## config.mk

```make
export PLATFORM = sky130hd
export DESIGN_NAME = uart_tx_framer_flat
export DESIGN_NICKNAME = d
export VERILOG_FILES = /design/src/rtl/uart_pkg.sv /design/src/rtl/uart_tx_framer_if.sv /design/src/rtl/uart_tx_shreg.sv /design/src/rtl/uart_tx_framer.sv /design/src/flat_wrapper.sv
export SDC_FILE = /design/constraint.sdc
export NUM_CORES = 1
export LEC_CHECK = 0
export ABC_AREA = 1
export CORE_UTILIZATION = 30
export DETAILED_ROUTE_END_ITERATION = 16
export GPL_ROUTABILITY_DRIVEN = 0
export PLACE_DENSITY = 0.63
export SLEW_MARGIN = 20
export SYNTH_ARGS = -nofsm -noshare
export SYNTH_HDL_FRONTEND = slang
export SYNTH_SLANG_ARGS = --single-unit
```

## constraint.sdc

```tcl
create_clock -name clk -period 1.4 [get_ports clk]
set_input_delay 0.35 -clock clk [delete_from_list [all_inputs] [get_ports clk]]
set_output_delay 0.35 -clock clk [all_outputs]
set_load 0.05 [all_outputs]
```

## src/rtl/uart_pkg.sv

```systemverilog
// rtl/uart_pkg.sv - shared types and bounds for the UART transmit path
package uart_pkg;

  typedef enum logic [2:0] {
    IDLE,
    ARMED,
    START,
    DATA,
    PARITY,
    STOP
  } tx_state_t;

  typedef enum logic [1:0] {
    PAR_NONE = 2'b00,
    PAR_EVEN = 2'b01,
    PAR_ODD  = 2'b10
  } parity_mode_t;

  localparam int DATA_WIDTH_MIN = 5;
  localparam int DATA_WIDTH_MAX = 9;
  localparam int STOP_BITS_MIN  = 1;
  localparam int STOP_BITS_MAX  = 2;

  // Mode 2'b11 is reserved and behaves as no parity.
  function automatic logic parity_enabled(input logic [1:0] mode);
    return (mode == PAR_EVEN) || (mode == PAR_ODD);
  endfunction

endpackage

```

## src/rtl/uart_tx_framer_if.sv

```systemverilog
// rtl/uart_tx_framer_if.sv - word handshake between the TX source and the framer
interface uart_tx_framer_if #(
  parameter int DATA_WIDTH = 8
);

  logic                  in_valid;
  logic [DATA_WIDTH-1:0] in_data;
  logic [1:0]            parity_mode;
  logic                  in_ready;

  modport master (output in_valid, output in_data, output parity_mode, input in_ready);
  modport slave  (input in_valid, input in_data, input parity_mode, output in_ready);

endinterface

```

## src/rtl/uart_tx_shreg.sv

```systemverilog
// rtl/uart_tx_shreg.sv - loadable shift register presenting one serial bit per shift
module uart_tx_shreg #(
  parameter int WIDTH     = 8,
  parameter bit MSB_FIRST = 1'b0
) (
  input  logic             clk,
  input  logic             reset_n,
  input  logic             load,
  input  logic             shift,
  input  logic [WIDTH-1:0] load_data,
  output logic             sdo
);

  logic [WIDTH-1:0] q;

  always_ff @(posedge clk or negedge reset_n) begin
    if (!reset_n) begin
      q <= '0;
    end else if (load) begin
      q <= load_data;
    end else if (shift) begin
      q <= MSB_FIRST ? {q[WIDTH-2:0], 1'b0} : {1'b0, q[WIDTH-1:1]};
    end
  end

  assign sdo = MSB_FIRST ? q[WIDTH-1] : q[0];

endmodule

```

## src/rtl/uart_tx_framer.sv

```systemverilog
// rtl/uart_tx_framer.sv - UART transmit framer: start, data, optional parity, stop bits
module uart_tx_framer
  import uart_pkg::*;
#(
  parameter int DATA_WIDTH = 8,
  parameter int STOP_BITS  = 1,
  parameter bit MSB_FIRST  = 1'b0
) (
  input  logic              clk,
  input  logic              reset_n,
  input  logic              baud_tick,
  uart_tx_framer_if.slave   up,
  output logic              tx,
  output logic              busy,
  output logic              tx_done
);

  localparam int CNT_W = $clog2(DATA_WIDTH + 1);
  localparam logic [CNT_W-1:0] BIT_LAST = CNT_W'(DATA_WIDTH - 1);
  localparam logic STOP_LAST = 1'(STOP_BITS - 1);

  tx_state_t        state, state_nx;
  logic [CNT_W-1:0] bit_cnt, bit_cnt_nx;
  logic             stop_cnt, stop_cnt_nx;
  logic             tx_nx, done_nx;
  logic             load, shift, sdo;
  logic             par_en, par_bit;

  uart_tx_shreg #(
    .WIDTH     (DATA_WIDTH),
    .MSB_FIRST (MSB_FIRST)
  ) u_shreg (
    .clk       (clk),
    .reset_n   (reset_n),
    .load      (load),
    .shift     (shift),
    .load_data (up.in_data),
    .sdo       (sdo)
  );

  always_ff @(posedge clk or negedge reset_n) begin
    if (!reset_n) begin
      state <= IDLE;
    end else begin
      state <= state_nx;
    end
  end

  // Parity is captured with the word so later input changes cannot leak into the frame.
  always_ff @(posedge clk or negedge reset_n) begin
    if (!reset_n) begin
      tx       <= 1'b1;
      tx_done  <= 1'b0;
      bit_cnt  <= '0;
      stop_cnt <= 1'b0;
      par_en   <= 1'b0;
      par_bit  <= 1'b0;
    end else begin
      tx       <= tx_nx;
      tx_done  <= done_nx;
      bit_cnt  <= bit_cnt_nx;
      stop_cnt <= stop_cnt_nx;
      if (load) begin
        par_en  <= parity_enabled(up.parity_mode);
        par_bit <= (^up.in_data) ^ (up.parity_mode == PAR_ODD);
      end
    end
  end

  always_comb begin
    state_nx    = state;
    tx_nx       = tx;
    done_nx     = 1'b0;
    load        = 1'b0;
    shift       = 1'b0;
    bit_cnt_nx  = bit_cnt;
    stop_cnt_nx = stop_cnt;
    case (state)
      IDLE: begin
        tx_nx = 1'b1;
        if (up.in_valid) begin
          load     = 1'b1;
          state_nx = ARMED;
        end
      end
      ARMED: if (baud_tick) begin
        tx_nx    = 1'b0;
        state_nx = START;
      end
      START: if (baud_tick) begin
        tx_nx      = sdo;
        shift      = 1'b1;
        bit_cnt_nx = '0;
        state_nx   = DATA;
      end
      DATA: if (baud_tick) begin
        if (bit_cnt == BIT_LAST) begin
          stop_cnt_nx = 1'b0;
          if (par_en) begin
            tx_nx    = par_bit;
            state_nx = PARITY;
          end else begin
            tx_nx    = 1'b1;
            state_nx = STOP;
          end
        end else begin
          tx_nx      = sdo;
          shift      = 1'b1;
          bit_cnt_nx = bit_cnt + 1'b1;
        end
      end
      PARITY: if (baud_tick) begin
        tx_nx       = 1'b1;
        stop_cnt_nx = 1'b0;
        state_nx    = STOP;
      end
      STOP: if (baud_tick) begin
        if (stop_cnt == STOP_LAST) begin
          done_nx  = 1'b1;
          state_nx = IDLE;
        end else begin
          stop_cnt_nx = stop_cnt + 1'b1;
        end
      end
      default: state_nx = IDLE;
    endcase
  end

  assign up.in_ready = (state == IDLE);
  assign busy        = (state != IDLE);

endmodule
```

## src/flat_wrapper.sv

```systemverilog
// flat-port wrapper written by rule: the top's interface ports become plain ports
module uart_tx_framer_flat import uart_pkg::*;
#(
  parameter int DATA_WIDTH = 8,
  parameter int STOP_BITS  = 1,
  parameter bit MSB_FIRST  = 1'b0
)
  (clk, reset_n, baud_tick, tx, busy, tx_done, up_in_valid, up_in_data, up_parity_mode, up_in_ready);
  uart_tx_framer_if #(.DATA_WIDTH(DATA_WIDTH)) up_i ();
  input  logic clk;
  input  logic reset_n;
  input  logic baud_tick;
  output logic tx;
  output logic busy;
  output logic tx_done;
  input wire logic [$bits(up_i.in_valid)-1:0] up_in_valid;
  input wire logic [$bits(up_i.in_data)-1:0] up_in_data;
  input wire logic [$bits(up_i.parity_mode)-1:0] up_parity_mode;
  output wire logic [$bits(up_i.in_ready)-1:0] up_in_ready;
  assign up_i.in_valid = up_in_valid;
  assign up_i.in_data = up_in_data;
  assign up_i.parity_mode = up_parity_mode;
  assign up_in_ready = up_i.in_ready;
  uart_tx_framer #(.DATA_WIDTH(DATA_WIDTH), .STOP_BITS(STOP_BITS), .MSB_FIRST(MSB_FIRST)) u_core (.clk(clk), .reset_n(reset_n), .baud_tick(baud_tick), .up(up_i), .tx(tx), .busy(busy), .tx_done(tx_done));
endmodule
```

Word-level counts from Yosys, hierarchy flattened --
Index checks and enable logic that the tools add are counted.
Word-level totals: register bits after elaboration 20, bits of input ports 14, output and inout port bits 4, word-level logic and storage cells 77
Operators by class: add/sub/neg operators 2, equal/unequal tests 17, muxes and demuxes 37, bitwise logic cells 1, reduce and logical (&&, ||, !) cells 12
Operator list (count):
- 3-bit two-way mux | 8
- 1-bit two-way mux | 19
- 3-bit case mux with 6 select lines | 1
- 8-bit two-way mux | 2
- 2-bit inequality test (second input constant) | 8
- 4-bit two-way mux | 3
- 5-bit AND reduction | 2
- 4-bit case mux with 2 select lines | 1
- 8-bit AND reduction | 1
- 8-bit parity | 1
- 3-bit by 2-bit == test with 1-bit output (second input constant) | 2
- 3-bit == test (second input constant) | 2
- 3-bit nonzero test | 2
- 1-bit case mux with 5 select lines | 1
- 5-bit nonzero test | 1
- 4-bit by 1-bit adder with 4-bit output (second input constant) | 1
- 4-bit by 3-bit == test with 1-bit output (second input constant) | 1
- 4-bit AND reduction | 1
- 2-bit nonzero test | 2
- 3-bit by 1-bit == test with 1-bit output (second input constant) | 1
- 3-bit zero test | 1
- 1-bit case mux with 3 select lines | 1
- 2-bit by 1-bit == test with 1-bit output (second input constant) | 1
- 2-bit == test (second input constant) | 1
- 5 further kinds | 5

Depth between registers and ports, before layout --
Gate-level depths: netlist of run 1.
depth in word-level cells 6, depth in mapped cells 11, mapped depth without buffers 11

By module --
From an unflattened synthesis of run 1, not the netlist that was laid out.
Second synthesis, totals: cells, all modules 163, area, all modules 1159.9 µm²
By module, submodules not included:
- uart_tx_framer | instances 1, cells each 120, area an instance 783.3 µm², seq. area each 276.5 µm²
- uart_tx_shreg | instances 1, cells each 43, area an instance 376.6 µm², seq. area each 200.2 µm²

Worst setup path after synthesis of run 1 --
Ideal clock, no wire load.
path kind reg-to-reg, from register u_core.state[1], to register u_core.u_shreg.q[2], setup time 0.073 ns, arrival 1.431 ns, required time 1.327 ns, setup slack -0.104 ns, cell stages (with the launch flop) 10, buffers on the path 2, period minus slack after synthesis 1.504 ns, cells stage by stage dfrtp_1 nor2_4 nand2_4 inv_4 nand2_4 buf_8 nand2_4 buf_12 nor2_2 a21oi_2
On the way: longest elaborated chain between the ends 3, elaborated cells between the ends (all ways) 7, classes of those cells eq/ne (2); mux (3); reduce/logical (2)
RTL lines:
- start: declaration | line uart_tx_framer.sv:22 | tx_state_t state, state_nx;
- start signal: assignment | line uart_tx_framer.sv:45 | state <= state_nx;
- 3-bit zero test *
- net up_in_ready | line flat_wrapper.sv:19 | output wire logic [$bits(up_i.in_ready)-1:0] up_in_ready;
- 1-bit two-way mux * | line uart_tx_framer.sv:78 | case (state)
- 8-bit two-way mux / 2-bit nonzero test (equally long branches)
- end signal: assignment | line uart_tx_shreg.sv:20 | q <= load_data;
- end signal: assignment | line uart_tx_shreg.sv:22 | q <= MSB_FIRST ? {q[WIDTH-2:0], 1'b0} : {1'b0, q[WIDTH-1:1]};
- end: declaration | line uart_tx_shreg.sv:14 | logic [WIDTH-1:0] q;
The timed path passes the listed nets; every way through them passes the cells marked *. A chain may end at the register's enable or synchronous reset.

Final worst setup path of run 1 --
from register u_core.state[1], to output up_in_ready
On the way: longest elaborated chain between the ends 1
RTL lines:
- 3-bit zero test | line uart_tx_framer.sv:129 | assign up.in_ready = (state == IDLE);
- end: declaration | line flat_wrapper.sv:19
Every way passes these cells.

==> impl_metrics.ini, run 1 <==
[synth]
synth_top_area_share_pct = 35.6
syn-num-nets = 186
ys_ff_latch = 19
synth_cell_types = 29
avgSynthCellArea_um2 = 7.45
syn_inst = 170
synth.largest_area_cell = dfrtp_1
synth-seq-area-share_pct = 37.6
ys_top_cells_by_area = dfrtp_1 (36%), nand2_1 (16%), nand3_1 (7.1%)
netlist_area_um2 = 1270
yosysWarnings = 0

[timing]
setup_viol = 5
clock.fmax_mhz = 642
worst_slack_ns = -0.158
timing.final.crit_period_ns = 1.56
finalMaxSlewViolations = 0
clock_skew_ns = 0.00873
slew_headroom_pct = 81.8
finalHoldViolCount = 0
worst_slew_pin_slew_ns = 0.272
final.period_utilization_pct = 111
rsz0062_at_grt = yes

[cts]
cts.sinks = 19
path_clk_slew_ns = 0.08
cts_hold_buf = 0
clk_latency_ns = 0.26
cts_root_buf = clkbuf_8
cts_buffer_depth = 2
cts_made_buffers = 3
cts_tree = built
htree_levels = 1

[worst_setup_path]
crit_start = u_core.state[1]
r2r_cells = 9
critPathKind = reg -> out
arrival_ns = 1.21
endpoint = up_in_ready
worstReg2RegEnd = u_core.u_shreg.q[1]
critPathLaunchType = register
end_kind = output pin
reg2reg_from = u_core.state[1]
cp_max_fo = 3
rrSetupSlack_ns = 0
required_ns = 1.05

[floorplan]
die_area_um2 = 4480
die_w_um = 67.0
start_util_pct = 31.4
row_count = 23
io_pins = 18
core-area_um2 = 4030
die_h_um = 67.0

[cells_and_area]
final_nets = 233
diodes = 0
final_common_cell = nand2_1
design_area_um2 = 1970
drive_gt1_share_pct = 39.4
final_cell_mix = nand2_1 (44), buf_4 (20), inv_1 (18), dfrtp_1 (16), nand3_1 (13)
synthToLayoutAreaGrowth_pct = 55.4

[status]
status = finished, violations left
violations = negative setup slack

[drt]
drt_drc_violations_left = 0
routed_wl_um = 2980
drtIter0Drc = 64
wire_per_inst_um = 11.2
dr.pass1.iters = 4
via_count = 1236
viasPerCell = 4.65
postRouteAntennaNets = 0

[grt]
grt_start_max_net_pins = 20
grt-ovfl-total = 0
grt_use_total_pct = 13.0
antenna_found_initial = 0
grt_pass1_vias = 1030
grt_pass1_wl_um = 4350

[placement]
dpl_cell_area_um2 = 1690
dp_hpwl_um = 1950
io_buffers = 17
pre_cts_slack_ns = -0.305

[run]
drv_cap = 0

[worst_hold_path]
hold_path_class = in -> async

[power]
peakVddDrop_v = 0.000854
leakage_uw = 0.000953
power.density_nw_per_um2 = 1960
[where the power goes]
| group | total (uW) | switching (uW) | internal, uW |
|---|---|---|---|
| Clock | 384 | 186 | 198 |
| Combinational | 2530 | 1330 | 1200 |
| Sequential | 956 | 177 | 779 |
[layer usage]
metal / track usage (%) / wire (um) / vias up
met1: 16.6 / 1310 / 573
met3: 3.60 / 88 / 8
met5: 0 / 0 / -
li1: - / - / 637
met2: 21.1 / 1510 / 18
met4: 3.46 / 73 / 0
[through the flow]
stage	utilization (%)	hold WS (ns)	cells	setup TNS, ns	power [uW]
6_report	48.9	0.417	266	-0.318	3870
5_1_grt	48.9	0.457	266	-1.22	4160
4_1_cts	44.5	0.421	264	-0.325	3510
3_5_place_dp	42.0	0.486	256	-1.58	2980
3_3_place_gp	42.0	0.491	256	-1.31	2960
2_1_floorplan	-	0.0544	170	-0.106	2280
[timing repair]
| action | CTS | global route |
|---|---|---|
| resized for setup | 7 | 46 |
| setup endpoints to repair | 14 | 19 |
| gates cloned | 0 | 2 |
| setup buffers | 4 | 0 |
| pin swaps | 3 | 14 |
[critical path, stage by stage, from the launching register on]
cell     delay [ns]
dfrtp_2        0.42
nor2_4         0.17
nand2_8        0.09
inv_12         0.06
buf_12         0.09
buf_12         0.12
[sequential cells by signal, indices dropped and copies added (netlist names)]
| signal | count |
|---|---|
| u_core.par_en | 1 |
| u_core.bit_cnt | 4 |
| u_core.u_shreg.q | 8 |
| u_core.tx_done | 1 |
| u_core.state | 3 |
| u_core.tx | 1 |
| u_core.par_bit | 1 |
[synthesized netlist by cell type]
cell type	n
a21oi_1	5
a21oi_2	4
a22oi_1	1
buf_12	1
buf_4	1
buf_6	1
buf_8	1
bufinv_8	1
dfrtp_1	18
dfstp_2	1
ha_1	2
inv_1	19
inv_2	2
inv_4	1
nand2_1	53
nand2_2	1
nand2_4	4
nand3_1	18
nand4_1	1
nor2_1	9
nor2_2	6
nor2_4	2
nor3_1	1
o21ai_0	9
o21ai_1	4
o22ai_1	1
or2_2	1
xnor2_1	1
xor2_1	1
[cell families (layout without fill, tap and decap cells)]
logic type                 Yosys count  after routing  share of synthesized area, %
AOI/OAI and AO/OA                   24             24                          11.0
xor gates and xnor gates             2              2                          1.38
adders and majority gates            2              2                          1.98
buffers and inverters               27             72                          12.4
DFF                                 19             19                          37.6
and+or+nand+nor                     96             97                          35.7
[how the worst min path moves through the flow]
stage | endpoint | slack, ns | cells after the start
floorplan | u_core.bit_cnt[0] | 0.05 | 0
global placement | u_core.u_shreg.q[6] | 0.49 | 2
detailed placement | u_core.par_bit | 0.49 | 2
CTS | u_core.bit_cnt[2] | 0.42 | 2
global route | u_core.bit_cnt[3] | 0.46 | 2
finish | u_core.bit_cnt[3] | 0.42 | 2
[layout make-up]
cell class	instances	area (um^2)
Multi-Input combinational cell	125	792
Clock buffer	3	41.3
Tap cell	50	62.6
Fill cell	383	2060
Timing Repair Buffer	45	460
Clock inverter	1	5.00
Inverter	23	128
Sequential cell	19	479
(Power assumes the default switching activity.)
==> run 2: changes to the inputs <==
--- a/config.mk
+++ b/config.mk
@@ -6,10 +6,10 @@
 export NUM_CORES = 1
 export LEC_CHECK = 0
 export ABC_AREA = 1
-export CORE_UTILIZATION = 30
+export CORE_UTILIZATION = 37
 export DETAILED_ROUTE_END_ITERATION = 16
 export GPL_ROUTABILITY_DRIVEN = 0
-export PLACE_DENSITY = 0.63
+export PLACE_DENSITY = 0.7
 export SLEW_MARGIN = 20
 export SYNTH_ARGS = -nofsm -noshare
 export SYNTH_HDL_FRONTEND = slang
==> constraint.sdc (replaced) <==
create_clock -name clk -period 1.8 [get_ports clk]
set_input_delay 0.45 -clock clk [delete_from_list [all_inputs] [get_ports clk]]
set_output_delay 0.45 -clock clk [all_outputs]
set_load 0.05 [all_outputs]
==> run 2 against run 1 <==
  * The run now ends clean
  * Via count fell by 15%
  * Sequential share of layout area is 7.3 points higher
  * Power decreased by 43%
  * Global-route usage grew 1.0 points
  * Wire length fell by 26%
  * Register-to-register slack improved by 0.25 ns
  * Setup slack better by 0.26 ns
  * Critical endpoint unchanged
  * Highest routed layer unchanged
==> impl_metrics.ini, run 2 (synthesized netlist as in run 1, its figures left out) <==
[grt]
antenna_found_initial = 0
grt_use_total_pct = 14.0
grt_start_max_net_pins = 20
grt_pass1_wl_um = 3790
grt-ovfl-total = 0
grt_pass1_vias = 907

[drt]
drtIter0Drc = 18
drt_drc_violations_left = 0
viasPerCell = 4.53
top_layer = met4
routed_wl_um = 2200
wl_met2_um = 1020
dr_wl_met3_um = 43
postRouteAntennaNets = 0
wire_per_inst_um = 9.44
dr.pass1.iters = 5
via_count = 1055
met1_length_um = 1110

[timing]
clock_skew_ns = 0.00159
worst_slew_pin_slew_ns = 0.263
finalMaxSlewViolations = 0
clock.fmax_mhz = 589
worst_slack_ns = 0.102
rsz0062_at_grt = no
timing.final.crit_period_ns = 1.70
final.period_utilization_pct = 94.3
slew_headroom_pct = 82.5
hold-worst-slack_ns = 0.470
finalHoldViolCount = 0
setup_viol = 0

[cts]
cts.sinks = 19
cts_made_buffers = 3
cts_buffer_depth = 2
cts_tree = built
cts_root_buf = clkbuf_4
cts_resized = 0
clk_latency_ns = 0.29
cts_setup_buffers = 0
cts_hold_buf = 0
path_clk_slew_ns = 0.11
htree_levels = 1

[power]
power_uw = 2200
swShare_pct = 45.8
p_int_uw = 1190
p_switching_uw = 1000
power_frac_clock_pct = 9.8
peakVddDrop_v = 0.000911
p_comb_share_pct = 56.2
power.density_nw_per_um2 = 1460
pwr-share-seq_pct = 34.0
leakage_uw = 0.000750

[floorplan]
die_h_um = 60.5
start_util_pct = 40.2
io_pins = 18
core-area_um2 = 3150
row_count = 20
die_w_um = 60.5
die_area_um2 = 3660

[cells_and_area]
diodes = 0
seqCellArea_um2 = 477
final_common_cell = nand2_1
multi_input_area_um2 = 633
drive_gt1_share_pct = 16.9
final_cell_mix = nand2_1 (53), inv_1 (19), nand3_1 (18), dfrtp_1 (18), clkdlybuf4s50_1 (13)
regMostFlops = u_core.u_shreg.q
top_regs = u_core.u_shreg.q (8), u_core.bit_cnt (4), u_core.state (3)
synthToLayoutAreaGrowth_pct = 19.0
design_area_um2 = 1510
final_nets = 206
filler_cell_count = 338
finalNonFillerCells = 233
largest_register_ffs = 8

[placement]
dpl_cell_area_um2 = 1480
pre_cts_slack_ns = -0.0115
dp_hpwl_um = 1690
io_buffers = 17
dp_cells = 229

[worst_setup_path]
end_kind = output pin
arrival_ns = 1.25
cp_max_fo = 6
rrSetupSlack_ns = 0.25
critPathLaunchType = register
critPathKind = reg -> out
cp_slowest_cell = dfrtp_1
path_cells = nor2_4 > nand2_4 > inv_4 > buf_12
max_stage_delay_ns = 0.48
required_ns = 1.35

[worst_hold_path]
hold_path_class = in -> async

[run]
drv_cap = 0

[status]
status = complete, no violations
-- run 2: per-stage QoR --
step	util [%]	TNS, ns
after CTS	47.8	0
final	47.8	0
after detailed placement	46.9	-0.0115
after global placement	46.9	0
after global routing	47.8	0
after floorplan	-	0
-- run 2: layout make-up --
type                    count  area share [%]
multi-input cells         124            42.0
repair buffers             19            14.1
flip-flops and latches     19            31.6
clock buffers               4            1.74
inverters                  23            6.81
well taps                  44            3.65
-- run 2: worst paths after layout --
kind / start / to / depth (start not counted)
setup / recovery: u_core.state[0] / up_in_ready / 4
hold / removal: reset_n / u_core.state[2] / 2
setup reg to reg: u_core.bit_cnt[0] / u_core.u_shreg.q[1] / 8
hold reg to reg: u_core.state[2] / u_core.state[2] / 2
max in group asynchronous: reset_n / u_core.tx / 2
min in group clk: u_core.state[2] / u_core.state[2] / 2
-- run 2: critical path, delay by kind of cell (launching register included) --
kind,cells,cell delay [ns]
simple gates,2,0.25
buf+inv,2,0.22
flops,1,0.48
-- run 2: routing by layer --
| layer | track usage, % | vias up |
|---|---|---|
| met5 | 0 | - |
| met4 | 5.84 | 0 |
| met3 | 2.56 | 2 |
| met2 | 21.2 | 15 |
| met1 | 19.6 | 459 |
| li1 | - | 579 |
-- run 2: power by group through the flow --
stage | sequential [uW] | clock [uW] | combinational (uW)
5_1_grt | 768 | 244 | 1360
2_1_floorplan | 759 | 0 | 948
4_1_cts | 747 | 225 | 1250
3_3_place_gp | 751 | 0 | 1230
6_report | 747 | 215 | 1230
3_5_place_dp | 752 | 0 | 1240
